`src/rtl/imem_port_arbiter.sv`:
```
// Two-port arbiter for a single-port, synchronous-read instruction memory.
// Fetch (port 0) has fixed priority. A starvation counter forces a debug
// (port 1) grant after a bounded wait. A tag pipe routes each returned word
// back to the port that issued the read.
module imem_port_arbiter #(
  parameter int unsigned ADDR_W     = 30,
  parameter int unsigned DATA_W     = 32,
  parameter int unsigned LAT        = 1,
  parameter int unsigned STARVE_MAX = 4
) (
  input  logic              clk,
  input  logic              rst,
  input  logic              f_req,
  input  logic [ADDR_W-1:0] f_addr,
  output logic              f_gnt,
  input  logic              f_flush,
  output logic              f_rvalid,
  output logic [DATA_W-1:0] f_rdata,
  input  logic              d_req,
  input  logic [ADDR_W-1:0] d_addr,
  output logic              d_gnt,
  output logic              d_rvalid,
  output logic [DATA_W-1:0] d_rdata,
  output logic [ADDR_W-1:0] mem_addr,
  input  logic [DATA_W-1:0] mem_rdata,
  output logic [2:0]        starve_cnt
);

  localparam int unsigned CNT_W = 3;

  logic [CNT_W-1:0]  starve_q, starve_d;
  logic [ADDR_W-1:0] last_addr_q;
  logic [LAT-1:0]    f_vld_q, f_vld_d;
  logic [LAT-1:0]    d_vld_q, d_vld_d;
  logic [DATA_W-1:0] f_rdata_q, d_rdata_q;

  // Grant decision: fetch wins unless debug has waited STARVE_MAX cycles.
  always_comb begin
    f_gnt = 1'b0;
    d_gnt = 1'b0;
    if (rst) begin
      if (d_req && (!f_req || (starve_q >= CNT_W'(STARVE_MAX)))) begin
        d_gnt = 1'b1;
      end else if (f_req) begin
        f_gnt = 1'b1;
      end
    end
  end

  // Memory address follows the grant; otherwise hold the last granted one.
  always_comb begin
    mem_addr = last_addr_q;
    if (f_gnt) begin
      mem_addr = f_addr;
    end else if (d_gnt) begin
      mem_addr = d_addr;
    end
  end

  // Starvation count: consecutive cycles debug was requesting but denied.
  always_comb begin
    starve_d = '0;
    if (d_req && !d_gnt) begin
      starve_d = (starve_q < CNT_W'(STARVE_MAX)) ? starve_q + CNT_W'(1) : starve_q;
    end
  end

  // Tag pipe next state: one valid lane per owner, flush empties the fetch lane.
  always_comb begin
    f_vld_d = '0;
    d_vld_d = '0;
    for (int i = int'(LAT) - 1; i > 0; i--) begin
      f_vld_d[i] = f_vld_q[i-1];
      d_vld_d[i] = d_vld_q[i-1];
    end
    f_vld_d[0] = f_gnt;
    d_vld_d[0] = d_gnt;
    if (f_flush) begin
      f_vld_d = '0;
    end
  end

  // Arbitration state and tag pipe registers.
  always_ff @(posedge clk or negedge rst) begin
    if (!rst) begin
      starve_q    <= '0;
      last_addr_q <= '0;
      f_vld_q     <= '0;
      d_vld_q     <= '0;
    end else begin
      starve_q <= starve_d;
      if (f_gnt || d_gnt) begin
        last_addr_q <= mem_addr;
      end
      f_vld_q <= f_vld_d;
      d_vld_q <= d_vld_d;
    end
  end

  // Hold copy of each port's last delivered word.
  always_ff @(posedge clk or negedge rst) begin
    if (!rst) begin
      f_rdata_q <= '0;
      d_rdata_q <= '0;
    end else begin
      if (f_rvalid) begin
        f_rdata_q <= mem_rdata;
      end
      if (d_rvalid) begin
        d_rdata_q <= mem_rdata;
      end
    end
  end

  // Final pipe stage marks the cycle the memory word is valid for its owner.
  assign f_rvalid   = f_vld_q[LAT-1];
  assign d_rvalid   = d_vld_q[LAT-1];
  assign f_rdata    = f_rvalid ? mem_rdata : f_rdata_q;
  assign d_rdata    = d_rvalid ? mem_rdata : d_rdata_q;
  assign starve_cnt = starve_q;

endmodule

```
`config.mk`:
```
export PLATFORM = sky130hd
export DESIGN_NAME = imem_port_arbiter
export DESIGN_NICKNAME = d
export VERILOG_FILES = /design/src/rtl/imem_port_arbiter.sv
export SDC_FILE = /design/constraint.sdc
export NUM_CORES = 1
export LEC_CHECK = 0
export CAP_MARGIN = 5
export CORE_ASPECT_RATIO = 2
export CORE_MARGIN = 5
export CORE_UTILIZATION = 43
export DETAILED_ROUTE_END_ITERATION = 10
export HOLD_SLACK_MARGIN = 0.08
export PLACE_DENSITY = 0.83
export SLEW_MARGIN = 15
export SYNTH_ARGS = -nofsm -noshare
export SYNTH_HDL_FRONTEND = slang
export SYNTH_SLANG_ARGS = --single-unit
```
`constraint.sdc`:
```
create_clock -name clk -period 2.8 [get_ports clk]
set_clock_uncertainty 0.2 [all_clocks]
set_input_delay 0.84 -clock clk [delete_from_list [all_inputs] [get_ports clk]]
set_output_delay 0.84 -clock clk [all_outputs]
set_load 0.01 [all_outputs]
```
Yosys cells after proc, flatten, opt, wreduce, memory -nomap -nowiden
Cells that the tools add are included.
{ "classes": {"add_sub_neg": 1, "n_mul": 0, "div_mod_pow": 0, "order_cmp": 2, "eq_ne": 1, "shifts": 0, "mux": 12, "n_bitwise": 0, "n_reduce_logical": 6} }
{ "op_table": {"columns": ["cell", "n"], "rows": [
  ["2-to-1 mux 32 bit", 2],
  ["2-to-1 mux 30 bit", 2],
  ["2-to-1 mux 1 bit", 6],
  ["2-to-1 mux 3 bit", 2],
  ["adder 3 x 1 -> 3 bit (second input constant)", 1],
  ["greater-or-equal comparator 3 bit (second input constant)", 1],
  ["less-than comparator 3 bit (second input constant)", 1],
  ["logical AND 1 bit", 2],
  ["logical NOT 1 bit", 2],
  ["logical OR 1 bit", 2],
  ["!= test 2 x 1 -> 1 bit (second input constant)", 1]
]} }
{ "word_totals": {"ff_bits": 99, "latch_bits": 0, "ramBits": 0, "mem_bits_ro": 0, "in_bits": 97, "output_inout_bits": 101, "elab_cells": 28, "n_memories": 0} }

Depth between registers and ports, before layout
{ "logic_depth": {"word_depth": 8, "depth_mapped": 4, "mapped_depth_nobuf": 4} }

Least setup slack after synthesis
No wires, ideal clock.
{ "synth_path": {"path_kind": "input -> output", "from": "in d_req", "to": "out mem_addr[0]", "arrival_ns": 1.470, "required_time_ns": 1.760, "slack_ns": 0.290, "path_stages": 4, "n_path_buf": 1, "path_cell_list": "nand2_1 > nand3_2 > buf_2 > o221a_1"} }
{ "synth_via": {"elab_chain_len": 5, "elab_cells_between_ends": 7, "cone_classes": "6 x mux; 1 x reduce/logical"} }
{ "synth_lines": {"columns": ["element", "line_no", "source"], "rows": [
  ["start: declaration", "19", "input logic d_req,"],
  ["logical AND 1 bit (*)", "42", "if (d_req && (!f_req || (starve_q >= CNT_W'(STARVE_MAX)))) begin"],
  ["2-to-1 mux 1 bit", "42", null],
  ["2-to-1 mux 1 bit", "41", "if (rst) begin"],
  ["2-to-1 mux 30 bit", "55", "end else if (d_gnt) begin"],
  ["2-to-1 mux 30 bit (*)", "53", "if (f_gnt) begin"],
  ["end: declaration", "24", "output logic [ADDR_W-1:0] mem_addr,"]
]} }
Mark *: on every way between the ends. The rest lies on a longest branch, timed or not.

Final worst setup path
{ "layout_path": {"from": "in d_req", "to": "out mem_addr[25]"} }
The elaborated chain is that of the path after synthesis.

==> impl_metrics.toml <==
[global_routing]
grt_overflow = 0
use_met2_pct = 40.6
top_usage_layer = "met2"
grt_pass1_wl_um = 21500
grt_max_degree = 71
grt_usage_pct = 22.7
grt_use_met1_pct = 23.9
grt_pass1_vias = 4111
antenna_found_initial = 0
gr-usage-met3_pct = 5.15

[drt]
wl_per_cell_um = 20.0
final_antenna_net_count = 0
first_pass_iters = 4
drc = 0
finalWirelength_um = 13500
drt_iter0_markers = 107
num_vias = 3644
detail_route.vias_per_cell = 5.38

[outcome]
violations = "negative setup slack"
outcome = "complete, but fails checks"

[worst_setup_path]
worstPathArrival_ps = 1790
crit_type = "input pin to output pin"
crit_required_ps = 1760
end_kind = "output pin"
cp_max_fo = 8
timing.rr.start = "starve_cnt[2]$_DFFE_PN0P_"
startpoint = "d_req"
startpoint_type = "input pin"

[sta]
setup-tns-final_ps = -253
worst_slack_ps = -28.8
fin_crit_ps = 2830
relSlewSlack_pct = 40.1
hold_ws_ps = 249
fmax_ghz = 0.354
hold_violations = 0
timing_max_transition_violations_final = 0
finalCritPeriodShare_pct = 101
setup_violations = 17
rsz0062_at_grt = "true"
worstMarginPinSlew_ps = 899

[finish]
stdcell_count = 677
finalInstanceArea_mm2 = 0.00683
area_delta_synth_final_pct = 57.2
diodes = 0
fin_util_pct = 68.2
fillers = 784
final_layout_size_suffix_gt1_share_pct = 44.3
nets = 635

[synthesis]
netlist_instances = 294
synth_fp_nets = 392
yosys_warnings = 0
ys_seq_area_share_pct = 57.0
avgSynthCellArea_um2 = 14.8
synth.cell_area_mm2 = 0.00435
synth_seq_cells = 99
netlist-cell-type-count = 24

[place]
port_buffers = 197
dp_cells = 647
dp.final_hpwl_um = 10000
placed_cell_area_mm2 = 0.00672
gp_congestion = 0.870
post-place-ws_ps = -895

[floorplan]
start_util_pct = 43.4
ioPinCount = 198
fp-row-count = 52
die-area_mm2 = 0.0123
die_h_um = 152
core_region_area_mm2 = 0.0100
die_width_um = 81.1

[cts]
cts_made_buffers = 9
clkTransAtPathRegs_ps = 60
hold_buffers = 0
clock-sinks = 99
clock_latency_ps = 330
cts_root_buffer = "clkbuf_16"
clk_path_buf_depth = 2
cts_tree = "built"
h-tree-depth = 3

[power_and_ir_drop]
power_density_mw_per_mm2 = 614
power_mw = 4.19
ir_drop_mv = 0.393
p_leak_nw = 2.97

[flow_run]
cap_violations = 0

[worst_hold_path]
hold_class = "input pin to asynchronous set/reset pin"
==> registers in the layout, indices dropped and copies added, names as in the netlist <==
signal	cells
d_rdata_q	32
d_rvalid	1
f_rdata_q	32
f_rvalid	1
last_addr_q	30
starve_cnt	3
==> cells in the final DEF (no fill, tap or decap) <==
cell type | synthesis | layout
a21oi_1 | 1 | 1
and2_1 | 2 | 2
buf_12 | 0 | 7
buf_16 | 0 | 3
buf_2 | 15 | 92
buf_4 | 0 | 46
buf_6 | 6 | 6
buf_8 | 0 | 1
bufbuf_16 | 0 | 1
bufinv_16 | 0 | 1
clkbuf_16 | 0 | 9
clkdlybuf4s50_1 | 0 | 98
clkinv_4 | 0 | 1
clkinvlp_4 | 0 | 1
dfrtp_1 | 99 | 98
dfrtp_2 | 0 | 1
dlygate4sd2_1 | 0 | 1
ha_1 | 1 | 1
inv_1 | 2 | 2
inv_6 | 0 | 4
mux2_1 | 4 | 3
mux2_2 | 60 | 61
mux2i_1 | 1 | 1
nand2_4 | 0 | 1
nand2b_1 | 30 | 30
nand2b_4 | 1 | 1
nand3_4 | 1 | 2
nand3b_1 | 1 | 1
nor2_1 | 1 | 1
o21ai_0 | 2 | 2
o21ai_4 | 0 | 1
o221a_1 | 59 | 59
o221a_2 | 1 | 1
o22ai_1 | 1 | 1
xor2_1 | 1 | 1
==> Yosys cell counts <==
library cell   n  area (um2)
mux2_2        60         676
and2_1         2        12.5
nor2_1         1        3.75
nand3_4        1        17.5
o221a_2        1        11.3
dfrtp_1       99        2480
nand3_2        1        10.0
o22ai_1        1        6.26
clkbuf_1       2        7.51
o21ai_1        1        5.00
nand2b_1      30         188
o21ai_0        2        10.0
nand2_1        1        3.75
a21oi_1        1        5.00
mux2i_1        1        10.0
nand3b_1       1        7.51
mux2_1         4        45.0
ha_1           1        12.5
o221a_1       59         664
inv_1          2        7.51
nand2b_4       1        13.8
buf_6          6        67.6
buf_2         15        75.1
xor2_1         1        8.76
==> critical path, stage by stage <==
cell and delay, ps:
buf_12 110, nand2_4 50, nand3_4 90, buf_12 160
buf_12 140, o221a_1 240, buf_2 150
==> final timing paths <==
kind	cells after the start	slack, ps	end
worst max-delay path	7	-30	mem_addr[25]
min in group clk	1	280	f_rdata_q[6]$_DFF_PN0_
worst min-delay path	2	250	starve_cnt[0]$_DFFE_PN0P_
worst max register to register	7	880	last_addr_q[11]$_DFFE_PN0P_
max in group asynchronous	3	840	d_rdata_q[12]$_DFF_PN0_
worst min register to register	1	280	f_rdata_q[6]$_DFF_PN0_
==> power by group <==
| part | switching, mW | leakage [nW] | internal [mW] |
|---|---|---|---|
| combinational | 0.554 | 1.67 | 0.650 |
| clock | 0.547 | 0.147 | 0.707 |
| sequential | 0.0642 | 1.15 | 1.67 |
==> logic make-up (layout without fill, tap and decap cells) <==
group / Yosys count / count (layout) / synth area share, %
flip-flops: 99 / 99 / 57.0
AO/OA/AOI/OAI: 65 / 65 / 16.2
multiplexers: 65 / 65 / 16.8
AND/OR/NAND/NOR: 38 / 38 / 5.90
buffers and inverters: 25 / 273 / 3.63
adder cells (fa/ha/maj): 1 / 1 / 0.288
XOR/XNOR: 1 / 1 / 0.202
==> repair_timing <==
item                                    CTS  global route
buffers inserted                         11             1
endpoints found under the setup margin   96            32
resized for setup                       411             6
pin swaps                                 3             4
cloned                                    4             0
==> per-layer routing <==
metal	wire length, um	share of wire, %
met2	7510	56
met5	0	0
met4	676	5.0
met3	935	6.9
met1	4400	33
==> area by class of cell <==
type	count	area [um2]	share of cell area [%]
Tap cell	135	169	2.47
Timing Repair Buffer	255	2130	31.2
Sequential cell	99	2480	36.3
Clock buffer	9	225	3.30
Clock inverter	7	81.3	1.19
Multi-Input combinational cell	170	1740	25.4
Inverter	2	7.51	0.110
Power figures use the tool's default switching activity.
